<file path="src/rtl/y86_pipe_stage_reg.sv">
// Parametrised Y86-64 inter-stage pipeline register with stall/bubble hazard
// control, a valid flag, saturating event counters and a stall watchdog.
module y86_pipe_stage_reg #(
  parameter int unsigned WORD_W    = 64,
  parameter int unsigned NVAL      = 5,
  parameter int unsigned CNT_W     = 16,
  parameter int unsigned MAX_STALL = 8,
  parameter logic [3:0]  BUB_ICODE = 4'h1,
  parameter logic [2:0]  BUB_STAT  = 3'b001
) (
  input  logic                   clk,
  input  logic                   rst,
  input  logic                   stall,
  input  logic                   bubble,
  input  logic [2:0]             in_stat,
  input  logic [3:0]             in_icode,
  input  logic [3:0]             in_rA,
  input  logic [3:0]             in_rB,
  input  logic [NVAL*WORD_W-1:0] in_vals,
  input  logic                   in_cnd,
  output logic [2:0]             out_stat,
  output logic [3:0]             out_icode,
  output logic [3:0]             out_rA,
  output logic [3:0]             out_rB,
  output logic [NVAL*WORD_W-1:0] out_vals,
  output logic                   out_cnd,
  output logic                   out_valid,
  output logic                   ctl_conflict,
  output logic [CNT_W-1:0]       stall_cnt,
  output logic [CNT_W-1:0]       bubble_cnt,
  output logic                   stall_timeout
);

  localparam logic [3:0] RNONE = 4'hF;

  logic [CNT_W-1:0] stall_run;
  logic [CNT_W-1:0] stall_run_next;
  logic             do_stall;

  // Bubble overrides stall, so only a stall without bubble counts as a hold.
  assign do_stall = stall & ~bubble;

  always_comb begin
    stall_run_next = '0;
    if (do_stall) begin
      stall_run_next = (stall_run == '1) ? stall_run : stall_run + 1'b1;
    end
  end

  always_ff @(posedge clk) begin
    if (rst) begin
      out_stat      <= BUB_STAT;
      out_icode     <= BUB_ICODE;
      out_rA        <= RNONE;
      out_rB        <= RNONE;
      out_vals      <= '0;
      out_cnd       <= 1'b0;
      out_valid     <= 1'b0;
      ctl_conflict  <= 1'b0;
      stall_cnt     <= '0;
      bubble_cnt    <= '0;
      stall_run     <= '0;
      stall_timeout <= 1'b0;
    end else begin
      ctl_conflict <= stall & bubble;
      stall_run    <= stall_run_next;
      if (stall_run_next >= CNT_W'(MAX_STALL)) begin
        stall_timeout <= 1'b1;
      end

      if (bubble) begin
        out_stat  <= BUB_STAT;
        out_icode <= BUB_ICODE;
        out_rA    <= RNONE;
        out_rB    <= RNONE;
        out_vals  <= '0;
        out_cnd   <= 1'b0;
        out_valid <= 1'b0;
        if (bubble_cnt != '1) begin
          bubble_cnt <= bubble_cnt + 1'b1;
        end
      end else if (stall) begin
        if (stall_cnt != '1) begin
          stall_cnt <= stall_cnt + 1'b1;
        end
      end else begin
        out_stat  <= in_stat;
        out_icode <= in_icode;
        out_rA    <= in_rA;
        out_rB    <= in_rB;
        out_vals  <= in_vals;
        out_cnd   <= in_cnd;
        out_valid <= 1'b1;
      end
    end
  end

endmodule

</file>
<file path="config.mk">
export PLATFORM = sky130hd
export DESIGN_NAME = y86_pipe_stage_reg
export DESIGN_NICKNAME = d
export VERILOG_FILES = /design/src/rtl/y86_pipe_stage_reg.sv
export SDC_FILE = /design/constraint.sdc
export NUM_CORES = 1
export LEC_CHECK = 0
export BUFFER_PORTS_ARGS = -buffer_cell sky130_fd_sc_hd__buf_2
export CORE_AREA = 2 2 273 275
export CTS_CLUSTER_DIAMETER = 40
export DETAILED_ROUTE_END_ITERATION = 12
export DIE_AREA = 0 0 275 277
export GPL_TIMING_DRIVEN = 0
export PLACE_DENSITY_LB_ADDON = 0.25
export SLEW_MARGIN = 40
export SYNTH_ARGS = -nofsm -noshare
export SYNTH_HDL_FRONTEND = slang
export SYNTH_SLANG_ARGS = --single-unit
</file>
<file path="constraint.sdc">
create_clock -name clk -period 3.5 [get_ports clk]
set_input_delay 0 -clock clk [delete_from_list [all_inputs] [get_ports clk]]
set_output_delay 0 -clock clk [all_outputs]
set_load 0.01 [all_outputs]
</file>
* Yosys cells after proc, flatten, opt, wreduce, memory -nomap -nowiden
Index checks and enable logic that the tools add are counted.
** Storage, ports and cells
- Bits in registers :: 387
- Input bits :: 340
- Output and inout port bits :: 371
** Cells by class
- $add $sub $neg :: 3
- Magnitude comparators :: 1
- Equal/unequal tests :: 3
- Multiplexer cells :: 2
- Bitwise operators :: 3
- Reductions and logical operators :: 3
** Operators with widths (count)
- 16-bit by 1-bit adder with 16-bit output (second input constant) :: 3
- 16-bit two-way mux :: 2
- 16-bit inequality test (second input constant) :: 2
- 16-bit equality test (second input constant) :: 1
- 16-bit by 4-bit greater-or-equal comparator with 1-bit output (second input constant) :: 1
- 3-bit AND reduction :: 1
- 1-bit AND :: 2
- 2-bit AND reduction :: 1
- 2-bit OR reduction :: 1
- 1-bit NOT :: 1

* Longest topological paths before layout
- Word-level depth :: 4
- Mapped depth :: 7
- Gate-level depth less buffers :: 6

* Worst setup path before layout
OpenSTA, ideal clock, no wires.
- Path type :: reg2reg
- Start point :: register stall_cnt[0]
- End point :: register stall_cnt[4]
- Setup time :: 115 ps
- Arrival time :: 1811 ps
- Path slack :: 1574 ps
- Stages on the path, launching flop included :: 8
- Buffers on the path :: 1
- Period minus slack after synthesis :: 1926 ps
- Path through :: dfxtp_1 -> ha_1 -> nand3_2 -> or4_4 -> buf_6 -> o21ai_4 -> nor3_1 -> o21ba_2
** On the way
- Word-level cells in the longest chain between the ends :: 2
** RTL lines
- start, declared :: line 29 : output logic [CNT_W-1:0] stall_cnt,
- start signal, assigned :: line 84 : stall_cnt <= stall_cnt + 1'b1;
- parallel branches: the longest is 2 deep, another holds 16-bit by 1-bit adder with 16-bit output
Parallel ways; which one is timed is not known.
A chain may end at the register's enable or synchronous reset.

* Worst setup path in the final report
- Start point :: input port bubble
- End point :: register out_vals[175]
** On the way
- Word-level cells in the longest chain between the ends :: 1
** RTL lines
- start, declared :: line 14 : input logic bubble,
- 2-bit OR reduction (no line)
- end signal, assigned :: line 91 : out_vals <= in_vals;
- end, declared :: line 25 : output logic [NVAL*WORD_W-1:0] out_vals,
Every way passes these cells.

==> flow_metrics.env <==
export IMPL_fmax_mhz=450.0
export IMPL_crit_required_ns=3.94
export IMPL_worstMarginPinSlew_ns=0.8376
export IMPL_synth_edff_count=0
export IMPL_wl_per_cell_um=15.87
export IMPL_die_y_um=277
export IMPL_cts_sinks=387
export IMPL_rows=100
export IMPL_grt_use_total=0.1410
export IMPL_place_inst=3064
export IMPL_final_hold_violation_count=0
export IMPL_routed_wl_um=56240
export IMPL_critPathKind="primary input to register"
export IMPL_arrival_ns=2.66
export IMPL_ir_drop_mv=0.3248
export IMPL_fillCellCount=7513
export IMPL_syn_inst=1386
export IMPL_cts_htree_levels=3
export IMPL_cts_resized=0
export IMPL_synth_net_count=1729
export IMPL_start_util=0.1943
export IMPL_yosys_most_used_dff="dfxtp_1"
export IMPL_worst_path_max_fanout=10
export IMPL_hold_path_class="primary input to register"
export IMPL_power_uw=13440
export IMPL_cp_end_kind="register"
export IMPL_skew_ns=0.01159
export IMPL_yosysWarnings=0
export IMPL_diodes=0
export IMPL_drive_gt1_frac=0.3401
export IMPL_grt_pass1_vias=15011
export IMPL_grt_start_max_net_pins=11
export IMPL_start_kind="primary input"
export IMPL_maxCapViolations=0
export IMPL_synth_area_leaders="dfxtp_1 (54%), mux2i_1 (24%), nor2_1 (9.7%)"
export IMPL_fin_setup_tns_ns=0
export IMPL_vias_per_cell=4.017
export IMPL_hpwl_um=42270
export IMPL_final_nets=2861
export IMPL_clk_path_buf_depth=3
export IMPL_ys_async_sr_fraction=0
export IMPL_rsz0062_at_grt="false"
export IMPL_overflow=0
export IMPL_drcViolationCount=0
export IMPL_leakage_uw=0.01219
export IMPL_drtIter0Drc=328
export IMPL_period_needed_ns=2.222
export IMPL_drt_pre_antenna_iters=5
export IMPL_yosysUniqueCellTypes=55
export IMPL_clockRootBuffer="clkbuf_16"
export IMPL_cts_tree="done"
export IMPL_num_io_pins=711
export IMPL_grt_antenna_before_repair=1
export IMPL_p_per_area_nw_per_um2=533.1
export IMPL_synth_top_area_cell="dfxtp_1"
export IMPL_min_period_over_period=0.6349
export IMPL_die_w_um=275
export IMPL_relSlewSlack=0.4416
export IMPL_syn_area_um2=14290
export IMPL_final_cells=3545
export IMPL_path_clk_slew_ns=0.05
export IMPL_cts_buffers=73
export IMPL_status="complete, no violations"
export IMPL_finalSetupViolCount=0
export IMPL_grt_first_pass_wirelength_um=83370
export IMPL_rr_worst_depth=7
export IMPL_area_growth_pct=76.42
export IMPL_die_area_um2=76180
export IMPL_finalMaxSlewViolations=0
export IMPL_postRouteAntennaNets=0
export IMPL_core_um2=73570
export IMPL_yosysSeqAreaShare=0.5421
export IMPL_ys_ff_latch=387
export IMPL_min_path_cells=4
export IMPL_numPortBuffers=708
export IMPL_insertion_delay_ns=0.59
export IMPL_gp_congestion=0.8412
export IMPL_syn_avg_cell_area_um2=10.31
export IMPL_synth_top_cell_area_share=0.5421
export IMPL_num_vias=14240
[per-stage QoR]
| step | instance area (um^2) | hold slack (ns) | setup WS, ns | utilization |
|---|---|---|---|---|
| after floorplan | 14290 | 0.1251 | 1.574 | - |
| after global placement | 19050 | 0.2190 | 0.7419 | 0.2589 |
| after detailed placement | 19080 | 0.2238 | 0.9798 | 0.2594 |
| after CTS | 25210 | 0.002236 | 1.039 | 0.3427 |
| after global routing | 25220 | 0.05173 | 0.9577 | 0.3427 |
| final | 25220 | 0.04169 | 1.278 | 0.3427 |
[synth_stat cells, drive strengths merged (2+ instances only)]
library cell / count
dfxtp: 387
nor2: 370
mux2i: 339
clkbuf: 63
nand2: 28
buf: 25
xor2: 20
nor3: 14
nand4: 12
xnor2: 11
o211ai: 10
o21ai: 10
a21oi: 9
and4: 9
nand3: 9
and3: 7
a31oi: 6
inv: 6
o2111ai: 6
or3: 5
or4: 4
a211oi: 3
and2: 3
ha: 3
nor2b: 3
nor4bb: 3
o31ai: 3
or2: 3
o21a: 2
o21ba: 2
[what timing repair did]
| action | CTS | global route |
|---|---|---|
| hold buffers | 348 | 0 |
| endpoints found under the hold margin | 351 | 0 |
| buffers inserted | 0 | 0 |
[power breakdown]
part / internal (uW) / switching (uW) / total [uW] / leakage [uW]
Combinational: 698 / 587 / 1290 / 0.00777
Clock: 5110 / 2430 / 7530 / 0.00127
Sequential: 4550 / 72.7 / 4620 / 0.00315
Total: 10400 / 3090 / 13400 / 0.0122
[sequential cells by signal, indices dropped and copies added, names as in the netlist]
name,count
out_vals,320
out_rA,4
bubble_cnt,16
ctl_conflict,1
stall_run,16
stall_timeout,1
out_cnd,1
out_stat,3
out_rB,4
out_icode,4
out_valid,1
stall_cnt,16
[worst paths after layout]
kind / to / slack, ns / from
worst min-delay path: out_vals[269] / 0.04 / stall
worst max-delay path: out_vals[175] / 1.28 / bubble
worst min register to register: out_valid / 0.45 / out_valid
worst max register to register: stall_timeout / 1.35 / stall_run[0]
[per-layer routing]
metal	up-vias	global-route usage	wire length, um
met1	6602	0.1476	21710
met2	533	0.2527	28120
met3	122	0.04049	3978
li1	6983	-	-
met5	-	0	0
met4	0	0.07484	2432
[placed cells by master, fill, tap and decap left out, types with 9 or more instances in the layout]
master and n:
clkbuf_1 67, bufinv_16 14, nor2_1 370, buf_2 726, clkbuf_16 74, nor3_1 14, dlygate4sd3_1 348, xnor2_1 11
o211ai_1 9, xor2_1 20, nand4_1 12, dfxtp_1 387, a21oi_1 9, clkbuf_2 11, nand2_1 28, mux2i_1 339
[critical path: stages]
cell and delay [ns]:
dlygate4sd3_1 0.54, buf_4 0.18, or2_2 0.13, clkbuf_1 0.24, clkbuf_2 0.39, clkbuf_1 0.48
buf_2 0.58, nor2_1 0.11
[area by class of cell]
type,instances,area (um^2),area share
buffer,88,389.1,0.01543
clock buffer,97,2018,0.08004
clock inverter,36,625.6,0.02481
inverter,6,22.52,0.0008932
multi-input combinational,905,6146,0.2437
sequential,387,7747,0.3072
tap,969,1212,0.04808
timing repair buffer,1057,7054,0.2798
[kinds of logic (layout without fill, tap and decap cells)]
logic type / Yosys count / after routing / synth area share
AND/OR/NAND/NOR: 474 / 474 / 0.1411
XOR/XNOR: 31 / 31 / 0.01900
flip-flops: 387 / 387 / 0.5421
buffers and inverters: 94 / 1284 / 0.02793
adder cells (fa/ha/maj): 3 / 3 / 0.002627
AO/OA/AOI/OAI: 58 / 58 / 0.02985
multiplexers: 339 / 339 / 0.2374
(Power assumes the default switching activity.)
